### src/rtl/fetch_sequencer.sv
// Program counter and fetch controller: drives instruction memory, offers each byte to decode via valid/ready.
// Optional halt-word termination is enabled by defining FETCH_HALT_DETECT_EN.
module fetch_sequencer #(
    parameter int unsigned                ADDR_WIDTH = 8,
    parameter int unsigned                DATA_WIDTH = 8,
    parameter logic [ADDR_WIDTH-1:0]      START_ADDR = '0,
    parameter logic [ADDR_WIDTH-1:0]      LAST_ADDR  = ADDR_WIDTH'(21),
    parameter logic [DATA_WIDTH-1:0]      HALT_WORD  = DATA_WIDTH'(8'hFF)
) (
    input  logic                  clock,
    input  logic                  reset,
    input  logic                  inStart,
    input  logic [DATA_WIDTH-1:0] inInstruction,
    input  logic                  inReady,
    input  logic                  inBranchTaken,
    input  logic [ADDR_WIDTH-1:0] inBranchTarget,
    output logic [ADDR_WIDTH-1:0] outAddress,
    output logic [DATA_WIDTH-1:0] outInstruction,
    output logic                  outValid,
    output logic [ADDR_WIDTH-1:0] outPc,
    output logic                  outDone,
    output logic                  outError,
    output logic [7:0]            outIssueCount
);

    localparam logic [1:0] S_IDLE  = 2'd0;
    localparam logic [1:0] S_FETCH = 2'd1;
    localparam logic [1:0] S_ISSUE = 2'd2;
    localparam logic [1:0] S_DONE  = 2'd3;

`ifdef FETCH_HALT_DETECT_EN
    localparam logic HALT_EN = 1'b1;
`else
    localparam logic HALT_EN = 1'b0;
`endif

    logic [1:0]            state_q, state_d;
    logic [ADDR_WIDTH-1:0] pc_q, pc_d;
    logic [DATA_WIDTH-1:0] instr_q, instr_d;
    logic [ADDR_WIDTH-1:0] out_pc_q, out_pc_d;
    logic                  valid_q, valid_d;
    logic                  done_q, done_d;
    logic                  error_q, error_d;
    logic [7:0]            count_q, count_d;

    logic target_ok;
    logic halt_hit;

    assign target_ok = (inBranchTarget <= LAST_ADDR);
    assign halt_hit  = HALT_EN && (instr_q == HALT_WORD);

    always_comb begin
        state_d  = state_q;
        pc_d     = pc_q;
        instr_d  = instr_q;
        out_pc_d = out_pc_q;
        valid_d  = valid_q;
        done_d   = done_q;
        error_d  = error_q;
        count_d  = count_q;

        case (state_q)
            S_IDLE, S_DONE: begin
                valid_d = 1'b0;
                if (inStart) begin
                    pc_d    = START_ADDR;
                    count_d = '0;
                    error_d = 1'b0;
                    done_d  = 1'b0;
                    state_d = S_FETCH;
                end
            end
            S_FETCH: begin
                if (inBranchTaken) begin
                    if (target_ok) begin
                        pc_d    = inBranchTarget;
                        state_d = S_FETCH;
                    end else begin
                        error_d = 1'b1;
                        done_d  = 1'b1;
                        state_d = S_DONE;
                    end
                end else begin
                    instr_d  = inInstruction;
                    out_pc_d = pc_q;
                    valid_d  = 1'b1;
                    state_d  = S_ISSUE;
                end
            end
            S_ISSUE: begin
                if (inBranchTaken) begin
                    // Redirect discards the pending instruction without counting it.
                    valid_d = 1'b0;
                    if (target_ok) begin
                        pc_d    = inBranchTarget;
                        state_d = S_FETCH;
                    end else begin
                        error_d = 1'b1;
                        done_d  = 1'b1;
                        state_d = S_DONE;
                    end
                end else if (inReady) begin
                    valid_d = 1'b0;
                    count_d = (count_q == 8'hFF) ? count_q : count_q + 8'd1;
                    if (pc_q == LAST_ADDR || halt_hit) begin
                        done_d  = 1'b1;
                        state_d = S_DONE;
                    end else begin
                        pc_d    = pc_q + 1'b1;
                        state_d = S_FETCH;
                    end
                end
            end
            default: state_d = S_IDLE;
        endcase
    end

    always_ff @(posedge clock or posedge reset) begin
        if (reset) begin
            state_q  <= S_IDLE;
            pc_q     <= '0;
            instr_q  <= '0;
            out_pc_q <= '0;
            valid_q  <= 1'b0;
            done_q   <= 1'b0;
            error_q  <= 1'b0;
            count_q  <= '0;
        end else begin
            state_q  <= state_d;
            pc_q     <= pc_d;
            instr_q  <= instr_d;
            out_pc_q <= out_pc_d;
            valid_q  <= valid_d;
            done_q   <= done_d;
            error_q  <= error_d;
            count_q  <= count_d;
        end
    end

    // pc is itself a register, so the memory address is registered.
    assign outAddress     = pc_q;
    assign outInstruction = instr_q;
    assign outValid       = valid_q;
    assign outPc          = out_pc_q;
    assign outDone        = done_q;
    assign outError       = error_q;
    assign outIssueCount  = count_q;

endmodule
### config.mk
export PLATFORM = sky130hd
export DESIGN_NAME = fetch_sequencer
export DESIGN_NICKNAME = d
export VERILOG_FILES = /design/src/rtl/fetch_sequencer.sv
export SDC_FILE = /design/constraint.sdc
export NUM_CORES = 1
export LEC_CHECK = 0
export CAP_MARGIN = 20
export CORE_MARGIN = 5
export CORE_UTILIZATION = 48
export DETAILED_ROUTE_END_ITERATION = 6
export PLACE_DENSITY_LB_ADDON = 0.2
export SKIP_CTS_REPAIR_TIMING = 1
export SLEW_MARGIN = 5
export SYNTH_ARGS = -nofsm -noshare
export SYNTH_HDL_FRONTEND = slang
export SYNTH_SLANG_ARGS = --single-unit
### constraint.sdc
create_clock -name clock -period 2.33 [get_ports clock]
set_clock_uncertainty 0.1 [all_clocks]
set_input_delay 0.466 -clock clock [delete_from_list [all_inputs] [get_ports clock]]
set_output_delay 0.466 -clock clock [all_outputs]
set_load 0.005 [all_outputs]
# Word-level counts from Yosys, hierarchy flattened
# Cells that the tools add are included.
[classes]
addsub = 2
magnitude_cmp = 1
n_eq_ne = 16
mux = 32
bitwise_logic = 1
n_reduce_logical = 11
[op_table]
columns = ["operator", "count"]
rows = [
  ["8-bit two-way mux", 9],
  ["8-bit case mux with 3 select lines", 1],
  ["8-bit by 1-bit adder with 8-bit output (second input constant)", 2],
  ["8-bit case mux with 2 select lines", 1],
  ["2-bit inequality test (second input constant)", 7],
  ["2-bit two-way mux", 6],
  ["1-bit two-way mux", 11],
  ["3-bit inequality test (second input constant)", 3],
  ["8-bit by 5-bit == test with 1-bit output (second input constant)", 1],
  ["8-bit == test (second input constant)", 1],
  ["8-bit by 5-bit <= comparator with 1-bit output (second input constant)", 1],
  ["4-bit AND reduction", 2],
  ["1-bit case mux with 3 select lines", 2],
  ["2-bit case mux with 3 select lines", 1],
  ["2-bit AND reduction", 3],
  ["5-bit AND reduction", 1],
  ["2-bit == test (second input constant)", 2],
  ["2-bit OR reduction", 2],
  ["3-bit AND reduction", 1],
  ["2-bit by 1-bit == test with 1-bit output (second input constant)", 1],
  ["2-bit logical NOT", 1],
  ["2-bit by 1-bit inequality test with 1-bit output (second input constant)", 1],
  ["1-bit case mux with 2 select lines", 1],
  ["2-bit nonzero test", 1],
  ["1-bit inverter", 1],
]
[word_totals]
ff_bits = 37
input_bits = 21
out_inout_bits = 35
word_cells = 71

# Depth between registers and ports, before layout
[depth]
depth_word = 5
mapped_depth = 9
ltp_nobuf = 7

# Worst setup path before layout
# OpenSTA, ideal clock, no wires.
[synth_path]
path_type = "flip-flop to flip-flop"
from = "register state_q[0]"
to = "register count_q[4] (netlist: outIssueCount[4])"
setup_time_ps = 69
t_arrival_ps = 1975
required_time_ps = 2161
setup_slack_ps = 186
path_stages_with_launch = 9
path_buffers = 1
period_less_slack_ps = 2144
path_cell_list = "dfrtp_1 inv_1 ha_1 buf_6 clkinv_2 nor2_2 or4_4 or4_1 nand3_1"
[synth_between]
elab_chain_cells = 4
elab_cells_between_ends = 11
classes_between = "6 x eq/ne; 1 x mux; 4 x reduce/logical"
[synth_rtl]
columns = ["element", "line_no", "text"]
rows = [
  ["start: declaration", "37", "logic [1:0] state_q, state_d;"],
  ["start signal: assignment", "129", "state_q <= state_d;"],
  ["2-bit == test or 2-bit logical NOT (tied branches)", "62", "case (state_q)"],
  ["2-bit OR reduction", "62", ""],
  ["2-bit inequality test (no source line) or 2-bit nonzero test (tied branches)", "n/a", ""],
  ["5-bit AND reduction (no source line)", "n/a", ""],
  ["end signal: assignment", "136", "count_q <= count_d;"],
  ["end: declaration", "44", "logic [7:0] count_q, count_d;"],
]
# Several ways; a longest one is shown, not always the timed one.
# A chain may end at the register's enable or synchronous reset.

# Final worst setup path
# Same ends and word-level chain as after synthesis.

==> metrics.md <==
| Metric | Value |
|---|---|
| Final Wtd Congestion | `0.860` |
| Synth warn | `0` |
| Vias in the first global route | `1824` |
| Distinct cell type count after synthesis | `43` |
| Starting density of the core | `49.9%` |
| Setup Viol. Count Final | `0` |
| Final period util | `93.9%` |
| Crit path DAT | `2.32 ns` |
| Register Area | `926 µm²` |
| # IOs | `56` |
| Least-Margin Pin Slew | `0.466 ns` |
| Final core occ | `70.5%` |
| Number of synthesized flops with an enable pin | `0` |
| Num CTS Buffers | `5` |
| #FFs+latches synth | `37` |
| FP Rows | `23` |
| Max FO, Critical Path | `5` |
| Post-DR vias/cell | `5.50` |
| Post-DRT Antenna Nets | `0` |
| Drt pass-1 iters | `4` |
| Max Slew Vio Count | `0` |
| Initial antenna violation count | `0` |
| Register area share after synthesis | `46.1%` |
| Setup crit start kind | `flop` |
| Crit end category | `flop` |
| Pleak | `0.00122 µW` |
| Worst r2r dst | `outIssueCount[4]` |
| Relative slew slack | `68.9%` |
| Worst-Skew Late Latency | `0.29 ns` |
| Proportion of layout cells with a drive suffix above 1 | `19.3%` |
| H-tree depth | `2` |
| Final wirelength | `4930 µm` |
| Kind of critical path | `reg2reg` |
| First-pass GRT wire length | `8330 µm` |
| Mean area per synthesized cell | `9.95 µm²` |
| R2R depth | `7` |
| Period minus WS final | `2.19 ns` |
| Num Clock Sinks | `37` |
| # diodes | `0` |
| Hold path cells | `1` |
| RSZ-0062 raised after global routing | `false` |
| Nets | `300` |
| Worst EP required | `2.46 ns` |
| Post-Syn Nets | `228` |
| Post-synth top flop | `dfrtp_1` |
| Status | `complete, no violations` |
| Clock Tree Root | `clkbuf_8` |
| CTS tree | `done` |
| Peak VDD IR | `0.000602 V` |
| Die Y | `74.7 µm` |
| Mapped Area | `2010 µm²` |
| WL per Instance | `15.2 µm` |
| Post-route DRC | `0` |
| Max-cap viol count | `0` |
| Post-DP HPWL | `3720 µm` |
| Via count | `1787` |
| Syn Inst Count | `202` |
| Worst R2R Setup Slack | `0.14 ns` |
| CTS clk-pin slew, worst paths | `0.08 ns` |
| Area of the core | `4030 µm²` |
| Filler Cells Inserted | `335` |
| Multi-input gate area | `991 µm²` |
| Worst min-delay path category | `reg2reg` |
| Peak Freq | `457 MHz` |
| Placed Instance Area | `2710 µm²` |
| CP startpoint | `state_q[0]` |
| Hold Startpoint | `outInstruction[3]` |
| Port buffer count | `55` |
| Area grow syn2layout | `41.3%` |
| Overall Global Routing Usage | `19.3%` |
| WHS Endpoint | `outInstruction[3]` |
| Post-synth ARST share | `100%` |
| Final hold violation count | `0` |
| Final instance area | `2840 µm²` |
| GR Overflow Total | `0` |
| DRT iter0 DRCs | `87` |
| Sum Neg Setup Slack | `0 ns` |
| Overall die width | `74.7 µm` |
| PD cells | `982 nW/µm²` |
| Die ar. | `5580 µm²` |
| Clock Path Buffers | `2` |
| Largest net degree at the start of global routing | `38` |
| Worst R2R Start | `state_q[0]` |
## cells in the mapped netlist (4+ instances only)
cell	instances	share of area, %
nand3_1	9	2.2
a21oi_1	11	2.7
nand2_1	11	2.1
dfrtp_1	37	46
nor2_1	17	3.2
a31oi_1	5	1.6
o21ai_1	13	3.2
o21ai_0	5	1.2
ha_1	5	3.1
mux2_2	16	9.0
nand4_1	5	1.6
and3_1	4	1.2
inv_1	11	2.1
o31ai_1	4	1.5
## kinds of logic after synthesis
group | count (synthesis) | synth area share, %
DFF | 37 | 46.1
adders and majority gates | 5 | 3.11
buffers and inverters | 20 | 5.11
and+or+nand+nor | 68 | 18.7
AOI/OAI and AO/OA | 56 | 18.0
muxes | 16 | 8.97
## worst max-delay path: stages (launching register included)
cell	delay (ns)
dfrtp_1	0.40
inv_1	0.07
ha_2	0.30
clkinv_2	0.08
nor2_2	0.04
or4_4	0.57
or4_1	0.48
nand3_1	0.09
## how the worst max path moves through the flow
stage / depth (start not counted) / endpoint
2_1_floorplan: 8 / outIssueCount[4]
3_3_place_gp: 5 / outIssueCount[4]
3_5_place_dp: 5 / outIssueCount[6]
4_1_cts: 7 / outIssueCount[6]
5_1_grt: 7 / outIssueCount[4]
6_report: 7 / outIssueCount[4]
## where the power goes
| group | switching, µW | internal (µW) | leakage, µW |
|---|---|---|---|
| clock network | 242 | 320 | 0.0000543 |
| registers | 99.3 | 792 | 0.000489 |
| logic | 619 | 715 | 0.000680 |
## per-layer routing
| metal | global-route usage (%) | part of all wire (%) |
|---|---|---|
| met2 | 30.0 | 49 |
| met5 | 0 | 0 |
| met1 | 25.8 | 43 |
| met4 | 6.32 | 1.1 |
| met3 | 6.14 | 7.2 |
## state kept, by name (all words and copies together), names as in the netlist
| signal | cells |
|---|---|
| outValid | 1 |
| state_q | 2 |
| outDone | 1 |
| outIssueCount | 8 |
| outPc | 8 |
| outInstruction | 8 |
| outError | 1 |
| outAddress | 8 |
## metrics by stage
| step | setup WS, ns | power (µW) | hold WS, ns | instances |
|---|---|---|---|---|
| CTS | 0.0457 | 2810 | 0.414 | 325 |
| global placement | 0.0396 | 2200 | 0.389 | 317 |
| global route | 0.0504 | 2990 | 0.423 | 325 |
| floorplan | 0.186 | 1640 | 0.392 | 202 |
| detailed placement | -0.00445 | 2230 | 0.396 | 317 |
| finish | 0.142 | 2790 | 0.410 | 325 |
## cell usage in the layout (no fill, tap or decap), types with 2 or more instances in the layout
cell type and instances:
clkdlybuf4s50_1 55, a31oi_1 5, nand3b_1 2, nand3_1 9, nor2_2 2, o2bb2ai_1 2
or3_1 2, a221o_1 2, o21ai_1 13, a21oi_1 11, inv_1 11, ha_1 4
o21a_1 3, clkbuf_8 5, and3_1 4, nand2_1 11, dfrtp_1 37, buf_4 17
mux2_2 16, nand2b_1 2, nor3_1 2, o31ai_1 3, nor2b_1 3, o21ai_0 5
o22ai_1 2, nor2_1 17, a21o_1 2, nand4_1 5, nor4_1 2
## layout make-up
| cell class | count | area share, % |
|---|---|---|
| clock buffer | 5 | 2.42 |
| clock inverter | 3 | 1.63 |
| inverter | 12 | 1.63 |
| multi-input combinational | 145 | 34.9 |
| sequential | 37 | 32.6 |
| tap | 50 | 2.20 |
| timing repair buffer | 73 | 24.6 |
(Power assumes the default switching activity.)
